--- src/rtl/cart_mem_pkg.sv ---
// ------------------------------------------------------------------
// cart_mem_pkg: shared widths, FSM state and pending-slot layout.
// Rev 1.0
// ------------------------------------------------------------------
`default_nettype none

package cart_mem_pkg;

  localparam int ADDR_W     = 22;
  localparam int DATA_W     = 8;
  localparam int STARVE_MAX = 4;
  localparam int CNT_W      = $clog2(STARVE_MAX + 1);

  typedef enum logic [0:0] {
    IDLE = 1'b0,
    BUSY = 1'b1
  } state_t;

  typedef struct packed {
    logic              we;
    logic [ADDR_W-1:0] addr;
    logic [DATA_W-1:0] wdata;
  } slot_t;

endpackage

`default_nettype wire

--- src/rtl/cart_mem_if.sv ---
// ------------------------------------------------------------------
// cart_mem_if: PRG/CHR request ports plus the shared memory port.
// Rev 1.0
// ------------------------------------------------------------------
`default_nettype none

interface cart_mem_if;
  import cart_mem_pkg::*;

  logic              prg_req;
  logic              prg_we;
  logic [ADDR_W-1:0] prg_addr;
  logic [DATA_W-1:0] prg_wdata;
  logic              chr_req;
  logic              chr_we;
  logic [ADDR_W-1:0] chr_addr;
  logic [DATA_W-1:0] chr_wdata;
  logic              prg_done;
  logic [DATA_W-1:0] prg_rdata;
  logic              chr_done;
  logic [DATA_W-1:0] chr_rdata;
  logic              mem_req;
  logic              mem_we;
  logic [ADDR_W-1:0] mem_addr;
  logic [DATA_W-1:0] mem_wdata;
  logic              mem_ack;
  logic [DATA_W-1:0] mem_rdata;
  logic              ovf;

  modport slave (
    input  prg_req, prg_we, prg_addr, prg_wdata,
    input  chr_req, chr_we, chr_addr, chr_wdata,
    input  mem_ack, mem_rdata,
    output prg_done, prg_rdata, chr_done, chr_rdata,
    output mem_req, mem_we, mem_addr, mem_wdata, ovf
  );

  modport master (
    output prg_req, prg_we, prg_addr, prg_wdata,
    output chr_req, chr_we, chr_addr, chr_wdata,
    output mem_ack, mem_rdata,
    input  prg_done, prg_rdata, chr_done, chr_rdata,
    input  mem_req, mem_we, mem_addr, mem_wdata, ovf
  );

endinterface

`default_nettype wire

--- src/rtl/cart_mem_slot.sv ---
// ------------------------------------------------------------------
// cart_mem_slot: one-entry pending request holder for a single port.
// Rev 1.0
// ------------------------------------------------------------------
`default_nettype none

module cart_mem_slot
  import cart_mem_pkg::*;
(
  input  logic  clk,
  input  logic  reset_n,
  input  logic  strobe,
  input  slot_t din,
  input  logic  clear,
  output logic  pending,
  output slot_t entry,
  output logic  drop
);

  logic accept;

  // A slot being cleared this edge may be refilled at the same edge.
  assign accept = strobe && (!pending || clear);
  assign drop   = strobe && pending && !clear;

  always_ff @(posedge clk or negedge reset_n) begin
    if (!reset_n) begin
      pending <= 1'b0;
      entry   <= '0;
    end else if (accept) begin
      pending <= 1'b1;
      entry   <= din;
    end else if (clear) begin
      pending <= 1'b0;
    end
  end

endmodule

`default_nettype wire

--- src/rtl/cart_mem_seq.sv ---
// ------------------------------------------------------------------
// cart_mem_seq: arbitrates PRG/CHR cartridge accesses onto one memory
// port. Optional macro CART_MEM_CHR_HIT_EN adds a CHR read-tag bypass.
// Rev 1.0
// ------------------------------------------------------------------
`default_nettype none

module cart_mem_seq
  import cart_mem_pkg::*;
(
  input  logic       clk,
  input  logic       reset_n,
  cart_mem_if.slave  bus
);

  localparam logic [CNT_W-1:0] STARVE_CNT = CNT_W'(STARVE_MAX);

  state_t            state_q, state_d;
  logic              gnt_chr_q, gnt_chr_d;
  logic [CNT_W-1:0]  cnt_q, cnt_d;
  logic              prg_done_q, chr_done_q, ovf_q;
  logic [DATA_W-1:0] prg_rdata_q, chr_rdata_q;

  logic  prg_pend, chr_pend, prg_drop, chr_drop;
  slot_t prg_entry, chr_entry, cur;
  logic  ack_ok, prg_clear, chr_clear, hit, chr_strobe;
  logic  prg_cand, chr_cand;

  assign ack_ok     = (state_q == BUSY) && bus.mem_ack;
  assign prg_clear  = ack_ok && !gnt_chr_q;
  assign chr_clear  = ack_ok && gnt_chr_q;
  assign chr_strobe = bus.chr_req && !hit;

  cart_mem_slot u_prg_slot (
    .clk     (clk),
    .reset_n (reset_n),
    .strobe  (bus.prg_req),
    .din     ({bus.prg_we, bus.prg_addr, bus.prg_wdata}),
    .clear   (prg_clear),
    .pending (prg_pend),
    .entry   (prg_entry),
    .drop    (prg_drop)
  );

  cart_mem_slot u_chr_slot (
    .clk     (clk),
    .reset_n (reset_n),
    .strobe  (chr_strobe),
    .din     ({bus.chr_we, bus.chr_addr, bus.chr_wdata}),
    .clear   (chr_clear),
    .pending (chr_pend),
    .entry   (chr_entry),
    .drop    (chr_drop)
  );

`ifdef CART_MEM_CHR_HIT_EN
  logic              tag_valid;
  logic [ADDR_W-1:0] tag_addr;
  logic              wr_acc;

  // Only an idle CHR slot may bypass, so a hit never collides with an ack.
  assign hit    = bus.chr_req && !bus.chr_we && !chr_pend && tag_valid &&
                  (bus.chr_addr == tag_addr);
  assign wr_acc = (bus.prg_req && bus.prg_we && (!prg_pend || prg_clear)) ||
                  (chr_strobe && bus.chr_we && (!chr_pend || chr_clear));

  always_ff @(posedge clk or negedge reset_n) begin
    if (!reset_n) begin
      tag_valid <= 1'b0;
      tag_addr  <= '0;
    end else if (wr_acc) begin
      tag_valid <= 1'b0;
    end else if (chr_clear && !chr_entry.we && !(prg_pend && prg_entry.we)) begin
      tag_valid <= 1'b1;
      tag_addr  <= chr_entry.addr;
    end
  end
`else
  assign hit = 1'b0;
`endif

  // Incoming strobes compete directly so a request reaches memory next cycle.
  assign prg_cand = prg_pend || bus.prg_req;
  assign chr_cand = chr_pend || chr_strobe;

  always_comb begin
    state_d   = state_q;
    gnt_chr_d = gnt_chr_q;
    cnt_d     = cnt_q;
    case (state_q)
      IDLE: begin
        if (prg_cand || chr_cand) begin
          state_d = BUSY;
          if (prg_cand && (!chr_cand || cnt_q >= STARVE_CNT)) begin
            gnt_chr_d = 1'b0;
            cnt_d     = '0;
          end else begin
            gnt_chr_d = 1'b1;
            if (!prg_cand)
              cnt_d = '0;
            else if (cnt_q < STARVE_CNT)
              cnt_d = cnt_q + 1'b1;
          end
        end
      end
      BUSY: begin
        if (bus.mem_ack)
          state_d = IDLE;
      end
      default: state_d = IDLE;
    endcase
  end

  always_ff @(posedge clk or negedge reset_n) begin
    if (!reset_n) begin
      state_q     <= IDLE;
      gnt_chr_q   <= 1'b0;
      cnt_q       <= '0;
      prg_done_q  <= 1'b0;
      chr_done_q  <= 1'b0;
      ovf_q       <= 1'b0;
      prg_rdata_q <= 8'hFF;
      chr_rdata_q <= 8'hFF;
    end else begin
      state_q    <= state_d;
      gnt_chr_q  <= gnt_chr_d;
      cnt_q      <= cnt_d;
      prg_done_q <= prg_clear;
      chr_done_q <= chr_clear || hit;
      if (prg_clear && !prg_entry.we)
        prg_rdata_q <= bus.mem_rdata;
      if (chr_clear && !chr_entry.we)
        chr_rdata_q <= bus.mem_rdata;
      if (prg_drop || chr_drop)
        ovf_q <= 1'b1;
    end
  end

  assign cur           = gnt_chr_q ? chr_entry : prg_entry;
  assign bus.mem_req   = (state_q == BUSY);
  assign bus.mem_we    = cur.we;
  assign bus.mem_addr  = cur.addr;
  assign bus.mem_wdata = cur.wdata;
  assign bus.prg_done  = prg_done_q;
  assign bus.chr_done  = chr_done_q;
  assign bus.prg_rdata = prg_rdata_q;
  assign bus.chr_rdata = chr_rdata_q;
  assign bus.ovf       = ovf_q;

endmodule

`default_nettype wire
--- src/flat_wrapper.sv ---
// flat-port wrapper written by rule: the top's interface ports become plain ports
module cart_mem_seq_flat import cart_mem_pkg::*;
  (clk, reset_n, bus_prg_req, bus_prg_we, bus_prg_addr, bus_prg_wdata, bus_chr_req, bus_chr_we, bus_chr_addr, bus_chr_wdata, bus_mem_ack, bus_mem_rdata, bus_prg_done, bus_prg_rdata, bus_chr_done, bus_chr_rdata, bus_mem_req, bus_mem_we, bus_mem_addr, bus_mem_wdata, bus_ovf);
  cart_mem_if bus_i ();
  input  logic clk;
  input  logic reset_n;
  input wire logic [$bits(bus_i.prg_req)-1:0] bus_prg_req;
  input wire logic [$bits(bus_i.prg_we)-1:0] bus_prg_we;
  input wire logic [$bits(bus_i.prg_addr)-1:0] bus_prg_addr;
  input wire logic [$bits(bus_i.prg_wdata)-1:0] bus_prg_wdata;
  input wire logic [$bits(bus_i.chr_req)-1:0] bus_chr_req;
  input wire logic [$bits(bus_i.chr_we)-1:0] bus_chr_we;
  input wire logic [$bits(bus_i.chr_addr)-1:0] bus_chr_addr;
  input wire logic [$bits(bus_i.chr_wdata)-1:0] bus_chr_wdata;
  input wire logic [$bits(bus_i.mem_ack)-1:0] bus_mem_ack;
  input wire logic [$bits(bus_i.mem_rdata)-1:0] bus_mem_rdata;
  output wire logic [$bits(bus_i.prg_done)-1:0] bus_prg_done;
  output wire logic [$bits(bus_i.prg_rdata)-1:0] bus_prg_rdata;
  output wire logic [$bits(bus_i.chr_done)-1:0] bus_chr_done;
  output wire logic [$bits(bus_i.chr_rdata)-1:0] bus_chr_rdata;
  output wire logic [$bits(bus_i.mem_req)-1:0] bus_mem_req;
  output wire logic [$bits(bus_i.mem_we)-1:0] bus_mem_we;
  output wire logic [$bits(bus_i.mem_addr)-1:0] bus_mem_addr;
  output wire logic [$bits(bus_i.mem_wdata)-1:0] bus_mem_wdata;
  output wire logic [$bits(bus_i.ovf)-1:0] bus_ovf;
  assign bus_i.prg_req = bus_prg_req;
  assign bus_i.prg_we = bus_prg_we;
  assign bus_i.prg_addr = bus_prg_addr;
  assign bus_i.prg_wdata = bus_prg_wdata;
  assign bus_i.chr_req = bus_chr_req;
  assign bus_i.chr_we = bus_chr_we;
  assign bus_i.chr_addr = bus_chr_addr;
  assign bus_i.chr_wdata = bus_chr_wdata;
  assign bus_i.mem_ack = bus_mem_ack;
  assign bus_i.mem_rdata = bus_mem_rdata;
  assign bus_prg_done = bus_i.prg_done;
  assign bus_prg_rdata = bus_i.prg_rdata;
  assign bus_chr_done = bus_i.chr_done;
  assign bus_chr_rdata = bus_i.chr_rdata;
  assign bus_mem_req = bus_i.mem_req;
  assign bus_mem_we = bus_i.mem_we;
  assign bus_mem_addr = bus_i.mem_addr;
  assign bus_mem_wdata = bus_i.mem_wdata;
  assign bus_ovf = bus_i.ovf;
  cart_mem_seq u_core (.clk(clk), .reset_n(reset_n), .bus(bus_i));
endmodule
--- config.mk ---
export PLATFORM = sky130hd
export DESIGN_NAME = cart_mem_seq_flat
export DESIGN_NICKNAME = d
export VERILOG_FILES = /design/src/rtl/cart_mem_pkg.sv /design/src/rtl/cart_mem_if.sv /design/src/rtl/cart_mem_slot.sv /design/src/rtl/cart_mem_seq.sv /design/src/flat_wrapper.sv
export SDC_FILE = /design/constraint.sdc
export NUM_CORES = 1
export LEC_CHECK = 0
export CAP_MARGIN = 20
export CORE_MARGIN = 2
export CORE_UTILIZATION = 50
export DETAILED_ROUTE_END_ITERATION = 10
export GPL_TIMING_DRIVEN = 0
export PLACE_DENSITY = 0.95
export SLEW_MARGIN = 30
export SYNTH_ARGS = -nofsm -noshare
export SYNTH_HDL_FRONTEND = slang
export SYNTH_HIERARCHICAL = 1
export SYNTH_SLANG_ARGS = --single-unit
--- constraint.sdc ---
create_clock -name clk -period 3.15 [get_ports clk]
set_clock_uncertainty 0.1 [all_clocks]
set_input_delay 0.4725 -clock clk [delete_from_list [all_inputs] [get_ports clk]]
set_output_delay 0.4725 -clock clk [all_outputs]
set_load 0.01 [all_outputs]
# Word level (Yosys, flattened, before mapping)
# Index checks and enable logic that the tools add are counted.
[word_totals]
output_inout_bits = 51
inputBits = 75
regBits = 88
ramBits = 0
wordCells = 64
mem_bits_ro = 0
latchBits = 0
n_memories = 0
[classes]
shift = 0
order_cmp = 2
bitwise = 1
n_reduce_logical = 31
div_mod_pow = 0
n_eq_ne = 1
n_addsub = 1
mul = 0
muxes = 12
[op_table]
columns = ["cell", "count"]
rows = [
  ["31-bit 2-to-1 mux", 1],
  ["1-bit logical AND", 12],
  ["3-bit 2-to-1 mux", 3],
  ["1-bit logical NOT", 8],
  ["1-bit logical OR", 7],
  ["1-bit 2-to-1 mux", 7],
  ["2-bit nonzero test", 2],
  ["3-bit by 1-bit adder with 3-bit output (second input constant)", 1],
  ["3-bit greater-or-equal comparator (second input constant)", 1],
  ["3-bit less-than comparator (second input constant)", 1],
  ["3-bit != test (second input constant)", 1],
  ["3-bit AND reduction", 1],
  ["1-bit one-hot mux with 2 select lines", 1],
  ["2-bit AND reduction", 1],
  ["1-bit NOT", 1],
]

# Longest topological paths before layout
# Gate-level depths: netlist of run 1.
[depth]
word_depth = 6
ltp_mapped = 7
mapped_depth_nobuf = 5

# By module
# Netlist of run 1, hierarchy kept.
[modules_own_cells]
columns = ["module", "seq_area_each_um2", "n_inst", "cells_per_inst", "area_per_inst_um2"]
rows = [
  ["cart_mem_slot", 800.8, 2, 71, 1358.8],
  ["cart_mem_seq", 620.6, 1, 95, 1358.8],
]

# Worst setup path after synthesis of run 1
# OpenSTA, ideal clock, no wires.
[synth_timing]
path_kind = "reg-to-reg"
start = "register u_core.gnt_chr_q"
end = "register u_core/u_prg_slot/entry[0] (netlist name)"
setup_ns = 0.125
required_time_ns = 2.925
path_stages_with_launch = 8
synth_period_minus_slack_ns = 1.694
arrival_time_ns = 1.468
path_slack_ns = 1.456
path_buffers = 3
cell_sequence = "dfrtp_1 buf_4 buf_2 nor2_1 nand2b_4 nand2_4 buf_12 mux2_4"
[synth_via]
elab_chain_cells = 4
[synth_rtl]
columns = ["element", "line_no", "text"]
rows = [
  ["start, declared", "cart_mem_seq.sv:19", "logic gnt_chr_q, gnt_chr_d;"],
  ["start signal, assigned", "cart_mem_seq.sv:126", "gnt_chr_q <= gnt_chr_d;"],
  ["1-bit logical NOT", "cart_mem_seq.sv:30", "assign prg_clear = ack_ok && !gnt_chr_q;"],
  ["1-bit logical AND", "cart_mem_seq.sv:30", ""],
  ["via u_core.prg_clear", "cart_mem_seq.sv:26", "logic ack_ok, prg_clear, chr_clear, hit, chr_strobe;"],
  ["1-bit logical OR", "cart_mem_slot.sv:23", "assign accept = strobe && (!pending || clear);"],
  ["1-bit logical AND", "cart_mem_slot.sv:23", ""],
  ["end signal, assigned", "cart_mem_slot.sv:32", "entry <= din;"],
  ["end, declared", "cart_mem_slot.sv:16", "output slot_t entry,"],
]
# The timed path passes the listed nets, and every way through them passes these cells.
# A chain may end at the register's enable or synchronous reset.

# Worst setup path after layout of run 1
[layout_timing]
start = "register u_core.gnt_chr_q"
end = "output bus_mem_addr[13]"
[layout_via]
elab_chain_cells = 1
[layout_rtl]
columns = ["element", "line_no", "text"]
rows = [
  ["31-bit 2-to-1 mux", "cart_mem_seq.sv:139", "assign cur = gnt_chr_q ? chr_entry : prg_entry;"],
  ["end, declared", "flat_wrapper.sv:23", "output wire logic [$bits(bus_i.mem_addr)-1:0] bus_mem_addr;"],
]
# No other way between the ends.

==> results.yml, run 1 <==
clock_tree:
  clock_latency_ns: 0.34
  cts_sinks: 88
  post_cts_buffers: 0
  cts_tree: "done"
  clock_path_buffers: 2
  h-tree-depth: 3
  clk_pin_slew_ns: 0.08
  cts_resized: 0
  cts-buffers-inserted: 9
  ctsRootBufferMaster: "clkbuf_8"
place:
  pre_cts_slack_ns: 0.910
  place.gp.congestion: 0.715
  portBuffers: 125
  dpl.hpwl_um: 6130
  dp.cells: 465
drt:
  drc: 0
  viasPerCell: 5.06
  wl_um: 8510
  num_vias: 2440
  ant_nets: 0
  avgRoutedWirePerCell_um: 17.7
  first_pass_iters: 4
  drtIter0Drc: 37
sta:
  tns_ns: 0
  worst_pin_slew_ns: 0.442
  fmax_mhz: 387
  hold_viol: 0
  fin_crit_sh_pct: 82.0
  setup_viol: 0
  finalWorstSetupSlack_ns: 0.568
  relSlewSlack_pct: 70.4
  period_needed_ns: 2.58
  drv_slew: 0
  rsz0062_at_grt: "no"
floorplanning:
  die_w_um: 94.3
  design.core.area_um2: 7810
  dieHeight_um: 94.3
  dieArea_um2: 8890
  io_pins: 126
  num_rows: 32
  start_util_pct: 52.2
critical_path:
  critPathBufInv: 3
  reg2reg_slack_ns: 1.27
  worstSetupPathType: "reg2out"
  path_max_fanout: 10
  end_kind: "primary output"
  slowest_delay_ns: 0.50
  crit_family: "buffers and inverters"
  required_ns: 2.58
  arrival_ns: 2.01
  cp_slowest_cell: "clkdlybuf4s50_1"
  crit_path_cell_trace: "buf_4 -> buf_2 -> mux2_2 -> clkdlybuf4s50_1"
  crit_path_start_kind: "register"
power_and_ir_drop:
  power_frac_comb_pct: 45.0
  sw_frac_of_total_pct: 27.9
  seqPwrFrac_pct: 39.1
  p_sw_mw: 1.38
  p_int_mw: 3.58
  p_leak_nw: 2.60
  finalPower_mw: 4.96
  cellPowerDensity_nw_per_um2: 871
  ir_drop_uv: 422
  clock_power_share_pct: 15.9
finish:
  layout.cells.non_filler: 482
  nNetsFinal: 451
  area_growth_pct: 39.8
  regArea_um2: 2220
  antenna_cells: 0
  fillers: 536
  multiInputGateArea_um2: 1690
  layout-drive-gt1-share_pct: 43.2
synthesis:
  async_flop_share_pct: 100
  synth_nets: 313
  ys_seq_elements: 88
  synth_warnings: 6
  yosysSeqAreaShare_pct: 54.5
  synth_cells: 237
  synth.avg_cell_area_um2: 17.2
  synth_area_um2: 4080
  synth_cell_types: 24
  synth-edff-count: 0
  synthFlopType: "dfrtp_1"
global_routing:
  grt_max_degree: 73
  antenna_found_initial: 0
  grt_pass1_wl_um: 13400
  overflow: 0
  track_usage_pct: 19.8
  grt_pass1_vias: 2717
min_path:
  hp-class: "reg2reg"
run_status:
  status: "finished, final reports clean"
run:
  cap_violations: 0
## per-stage QoR
stage	area [µm²]	utilization, %	hold WS (ns)
6_report	5700	73.0	0.378
3_3_place_gp	5460	69.9	0.353
5_1_grt	5700	73.0	0.406
2_1_floorplan	4080	-	0.0769
4_1_cts	5700	73.0	0.380
3_5_place_dp	5480	70.2	0.221
## synthesized netlist by cell type (2+ instances only)
library cell / n / area [µm²]
inv_1: 2 / 7.51
mux2_4: 68 / 1020
mux2_2: 42 / 473
nand2b_4: 2 / 27.5
nand2_4: 2 / 22.5
a22o_1: 2 / 17.5
dfrtp_1: 72 / 1800
buf_12: 6 / 120
buf_2: 3 / 15.0
nand2_1: 3 / 11.3
dfstp_2: 16 / 420
nor2_1: 7 / 26.3
## repair_timing
action | 4_1_cts | 5_1_grt
endpoints found under the setup margin | 0 | 0
hold buffers | 1 | 0
endpoints found under the hold margin | 10 | 0
## metal layers
layer / vias up / global-route usage [%] / wire [µm]
met5: - / 0 / 0
met1: 1224 / 25.9 / 3670
met2: 89 / 33.5 / 4210
met3: 7 / 4.01 / 548
met4: 0 / 5.80 / 86
li1: 1120 / - / -
## path summary, 6_finish.rpt
kind                                   from                          end  cells after the start
max                        u_core/gnt_chr_q             bus_mem_addr[13]                      4
min                          u_core/bus.ovf               u_core/bus.ovf                      1
max reg2reg                u_core/gnt_chr_q  u_core/u_prg_slot/entry[27]                      7
min reg2reg                  u_core/bus.ovf               u_core/bus.ovf                      1
max in group asynchronous           reset_n      u_core/bus.chr_rdata[7]                      3
min in group asynchronous           reset_n  u_core/u_chr_slot/entry[19]                      2
## power by group through the flow
| stage | logic, mW | registers, mW | clock network [mW] |
|---|---|---|---|
| 2_1_floorplan | 1.28 | 1.94 | 0 |
| 3_3_place_gp | 2.19 | 1.92 | 0 |
| 3_5_place_dp | 2.25 | 1.96 | 0 |
| 4_1_cts | 2.26 | 1.95 | 0.809 |
| 5_1_grt | 2.36 | 2.00 | 0.856 |
| 6_report | 2.23 | 1.94 | 0.790 |
## sequential cells by signal, summed over array words and instances, names as in the netlist
signal	flops
u_core/u_prg_slot/entry	31
u_core/u_chr_slot/entry	31
u_core/bus.mem_req	1
u_core/bus.chr_rdata	8
u_core/cnt_q	3
u_core/bus.prg_done	1
u_core/gnt_chr_q	1
u_core/bus.chr_done	1
u_core/u_prg_slot/pending	1
u_core/bus.prg_rdata	8
u_core/bus.ovf	1
u_core/u_chr_slot/pending	1
## cells in the final DEF, fill, tap and decap left out, drive strengths merged
cell type	count
o32a	1
mux2	110
buf	13
a21o	1
bufinv	1
a22o	2
nor3	1
nor2	7
inv	3
o21a	1
ha	1
dfstp	16
nand2b	3
dlygate4sd3	1
clkbuf	10
and3	1
nand2	6
or3	1
clkdlybuf4s50	124
nor4	1
clkinvlp	2
dfrtp	72
clkinv	2
## final cells by class
| cell class | count | area share, % |
|---|---|---|
| plain buffers | 11 | 2.70 |
| clock buffers | 10 | 2.41 |
| clock inverters | 6 | 1.19 |
| inverters | 2 | 0.132 |
| multi-input cells | 136 | 29.7 |
| flip-flops and latches | 88 | 39.0 |
| well taps | 102 | 2.24 |
| repair buffers | 127 | 22.6 |
## worst register-to-register path: cells and delay by family, from the launching register on
kind | cells | cell delay (ns)
muxes | 1 | 0.31
buffers and inverters | 3 | 0.63
DFF | 1 | 0.32
and+or+nand+nor | 3 | 0.41
## cell families (layout without fill, tap and decap cells)
| family | Yosys count | count (layout) | synth area share, % |
|---|---|---|---|
| multiplexers | 110 | 110 | 36.6 |
| buffers and inverters | 13 | 156 | 3.96 |
| adder cells (fa/ha/maj) | 1 | 1 | 0.307 |
| AND/OR/NAND/NOR | 20 | 20 | 3.50 |
| AO/OA/AOI/OAI | 5 | 5 | 1.07 |
| flip-flops | 88 | 88 | 54.5 |
Note: power is estimated with default switching activity, not from simulation.
==> run 2, diff against run 1 <==
- CORE_UTILIZATION: 50 -> 47
- PLACE_DENSITY: 0.95 -> 0.91
- clock period: 3.15 -> 2.4 ns (I/O delays scaled with it)
==> results.yml, run 2 (synthesized netlist as in run 1, its figures left out) <==
critical_path:
  critPathBufInv: 3
  crit_path_start_kind: "register"
  crit_path_cell_trace: "buf_6 -> buf_6 -> mux2_2 -> clkdlybuf4s50_1"
  crit_top_cell: "buf_6"
  required_ns: 1.94
  worstSetupPathType: "reg2out"
  cp_slowest_cell: "clkdlybuf4s50_1"
  path_max_fanout: 10
  end_kind: "primary output"
  arrival_ns: 1.84
  crit_family: "buffers and inverters"
  slowest_delay_ns: 0.49
power_and_ir_drop:
  finalPower_mw: 6.43
  ir_drop_uv: 549
  cellPowerDensity_nw_per_um2: 1130
  p_leak_nw: 2.62
floorplanning:
  die_w_um: 97.1
  io_pins: 126
  num_rows: 33
  dieArea_um2: 9430
  dieHeight_um: 97.1
  start_util_pct: 49.1
  design.core.area_um2: 8300
sta:
  drv_slew: 0
  worst_pin_slew_ns: 0.473
  timing.hold.ws_ns: 0.380
  fin_crit_sh_pct: 96.0
  rsz0062_at_grt: "no"
  hold_viol: 0
  relSlewSlack_pct: 68.4
  finalWorstSetupSlack_ns: 0.0968
  period_needed_ns: 2.30
  fmax_mhz: 434
  setup_viol: 0
  tns_ns: 0
place:
  portBuffers: 125
  pre_cts_slack_ns: 0.277
  dpl_cell_area_um2: 5480
  dpl.hpwl_um: 5970
  dp.cells: 468
  place.gp.congestion: 0.771
finish:
  fin_area_um2: 5700
  antenna_cells: 0
  fillers: 577
  layout.cells.non_filler: 485
  multiInputGateArea_um2: 1690
  layout-drive-gt1-share_pct: 42.1
  final_core_util_pct: 68.7
  nNetsFinal: 451
  area_growth_pct: 39.9
  final_cell_mix: "clkdlybuf4s50_1, dfrtp_1, mux2_4"
  final_common_cell: "clkdlybuf4s50_1"
  biggestRegsByFlops: "u_core/u_chr_slot/entry (31), u_core/u_prg_slot/entry (31)"
  regArea_um2: 2220
min_path:
  hp-class: "reg2reg"
drt:
  drtIter0Drc: 39
  num_vias: 2437
  viasPerCell: 5.02
  ant_nets: 0
  wl_um: 8380
  avgRoutedWirePerCell_um: 17.3
  drc: 0
  first_pass_iters: 4
clock_tree:
  cts-buffers-inserted: 9
  h-tree-depth: 3
  cts_tree: "done"
  clock_latency_ns: 0.33
  ctsRootBufferMaster: "clkbuf_8"
  post_cts_buffers: 0
  clock_path_buffers: 2
  clk_pin_slew_ns: 0.08
  cts_sinks: 88
global_routing:
  grt_max_degree: 48
  grt_pass1_vias: 2827
  track_usage_pct: 18.7
  grt_pass1_wl_um: 14200
  antenna_found_initial: 0
  overflow: 0
run_status:
  status: "finished, final reports clean"
run:
  cap_violations: 0
-- run 2: layout make-up --
type	count	area share, %
clock buffer	14	2.87
buffer	11	3.23
clock inverter	2	0.241
timing repair buffer	127	22.6
tap	105	2.30
multi-input combinational	136	29.7
inverter	2	0.132
sequential	88	39.0
-- run 2: metal layers --
layer / GRT usage [%] / wire (µm)
met5: 0 / 0
met3: 4.24 / 454
met1: 24.6 / 3760
met4: 5.53 / 58
met2: 31.0 / 4110
-- run 2: final timing paths --
check / start / to / slack, ns / cells after the start
setup reg to reg: u_core/gnt_chr_q / u_core/u_prg_slot/entry[20] / 0.60 / 7
hold reg to reg: u_core/bus.ovf / u_core/bus.ovf / 0.38 / 1
max in group asynchronous: reset_n / u_core/bus.prg_rdata[4] / 1.17 / 3
hold / removal: u_core/bus.ovf / u_core/bus.ovf / 0.38 / 1
setup / recovery: u_core/gnt_chr_q / bus_mem_addr[5] / 0.1 / 4
min in group asynchronous: reset_n / u_core/u_chr_slot/entry[19] / 0.41 / 2
-- run 2: power by group --
part / total (mW) / internal [mW] / switching, mW
combinational: 2.95 / 2.02 / 0.935
clock: 0.930 / 0.442 / 0.488
sequential: 2.55 / 2.20 / 0.348
total: 6.43 / 4.66 / 1.77
-- run 2: repair_timing --
action	in CTS	in global routing
setup endpoints to repair	28	8
hold endpoints to repair	33	0
gates resized for setup	6	5
hold buffers	1	0
==> run 3, diff against run 2 <==
- CTS_CLUSTER_SIZE: not set -> 10
- REMOVE_ABC_BUFFERS: not set -> 1
==> results.yml, run 3 (synthesized netlist as in run 1, its figures left out) <==
run_status:
  status: "finished, final reports clean"
finish:
  layout-drive-gt1-share_pct: 41.5
  final_cell_mix: "clkdlybuf4s50_1, dfrtp_1, mux2_4"
  nNetsFinal: 442
  fillers: 574
  multiInputGateArea_um2: 1690
  final_common_cell: "clkdlybuf4s50_1"
  regArea_um2: 2230
  layout.cells.non_filler: 476
  antenna_cells: 0
  final_core_util_pct: 67.6
  area_growth_pct: 37.6
  biggestRegsByFlops: "u_core/u_chr_slot/entry (31), u_core/u_prg_slot/entry (31)"
  fin_area_um2: 5610
drt:
  drc: 0
  wl_um: 8320
  avgRoutedWirePerCell_um: 17.5
  ant_nets: 0
  num_vias: 2414
  viasPerCell: 5.07
  drtIter0Drc: 62
  first_pass_iters: 4
critical_path:
  arrival_ns: 1.85
  crit_path_start_kind: "register"
  required_ns: 1.94
  worstSetupPathType: "reg2out"
  reg2reg_slack_ns: 0.28
  path_max_fanout: 22
  end_kind: "primary output"
floorplanning:
  start_util_pct: 49.1
  dieArea_um2: 9430
  design.core.area_um2: 8300
  io_pins: 126
  die_w_um: 97.1
  num_rows: 33
  dieHeight_um: 97.1
place:
  dpl_cell_area_um2: 5360
  place.gp.congestion: 0.722
  dpl.hpwl_um: 5760
  dp.cells: 458
  pre_cts_slack_ns: 0.0501
  portBuffers: 125
global_routing:
  grt_pass1_vias: 2686
  grt_max_degree: 72
  overflow: 0
  antenna_found_initial: 0
  grt_pass1_wl_um: 13300
  track_usage_pct: 17.9
sta:
  rsz0062_at_grt: "no"
  period_needed_ns: 2.31
  fmax_mhz: 434
  fin_crit_sh_pct: 96.1
  drv_slew: 0
  setup_viol: 0
  hold_viol: 0
  worst_pin_slew_ns: 0.662
  timing.hold.ws_ns: 0.306
  tns_ns: 0
  relSlewSlack_pct: 55.9
  finalWorstSetupSlack_ns: 0.0941
power_and_ir_drop:
  finalPower_mw: 6.54
  clock_power_share_pct: 16.6
  cellPowerDensity_nw_per_um2: 1170
  sw_frac_of_total_pct: 27.2
  power_frac_comb_pct: 44.3
  p_leak_nw: 2.55
  seqPwrFrac_pct: 39.1
  p_sw_mw: 1.78
  p_int_mw: 4.76
  ir_drop_uv: 509
clock_tree:
  cts_tree: "done"
  h-tree-depth: 3
  clock_path_buffers: 2
  ctsRootBufferMaster: "clkbuf_8"
  clock_latency_ns: 0.34
  cts_sinks: 88
  cts-buffers-inserted: 9
  clk_pin_slew_ns: 0.09
min_path:
  hp-class: "in2async"
run:
  cap_violations: 0
run 3: final timing paths:
| path | depth (start not counted) | from | end |
|---|---|---|---|
| min in group clk | 1 | u_core/bus.ovf | u_core/bus.ovf |
| min | 2 | reset_n | u_core/bus.ovf |
| max in group asynchronous | 3 | reset_n | u_core/bus.chr_rdata[0] |
| min reg2reg | 1 | u_core/bus.ovf | u_core/bus.ovf |
| max | 3 | u_core/gnt_chr_q | bus_mem_addr[0] |
| max reg2reg | 5 | u_core/gnt_chr_q | u_core/u_chr_slot/entry[22] |
run 3: critical path, stage by stage, from the launching register on:
cell and delay [ns]:
dfrtp_4 0.46, buf_16 0.18, mux2_2 0.35, clkdlybuf4s50_1 0.51
run 3: repair_timing:
action	CTS	global route
endpoints found under the setup margin	19	0
hold endpoints to repair	17	0
gates resized for setup	1	0
setup buffers	1	0
hold buffers	1	0
run 3: routing by layer:
layer  GRT usage [%]  wire length, µm  up-vias
met3            5.04              525       12
met4            8.34              122        0
met1            21.8             3500     1203
met2            29.4             4170      102
met5               0                0        -
li1                -                -     1097
run 3: area by class of cell:
type                            instances  area share [%]
Timing Repair Buffer                  129            23.9
Tap cell                              105            2.34
Sequential cell                        88            39.7
Multi-Input combinational cell        136            30.2
Clock buffer                           11            2.34
Clock inverter                          5            1.45
Inverter                                2           0.134
run 3: power by group through the flow:
stage | sequential, mW | clock, mW | combinational (mW)
floorplan | 2.59 | 0 | 1.54
CTS | 2.55 | 1.13 | 2.93
detailed placement | 2.60 | 0 | 2.85
global route | 2.63 | 1.19 | 3.06
global placement | 2.60 | 0 | 2.71
finish | 2.56 | 1.09 | 2.90
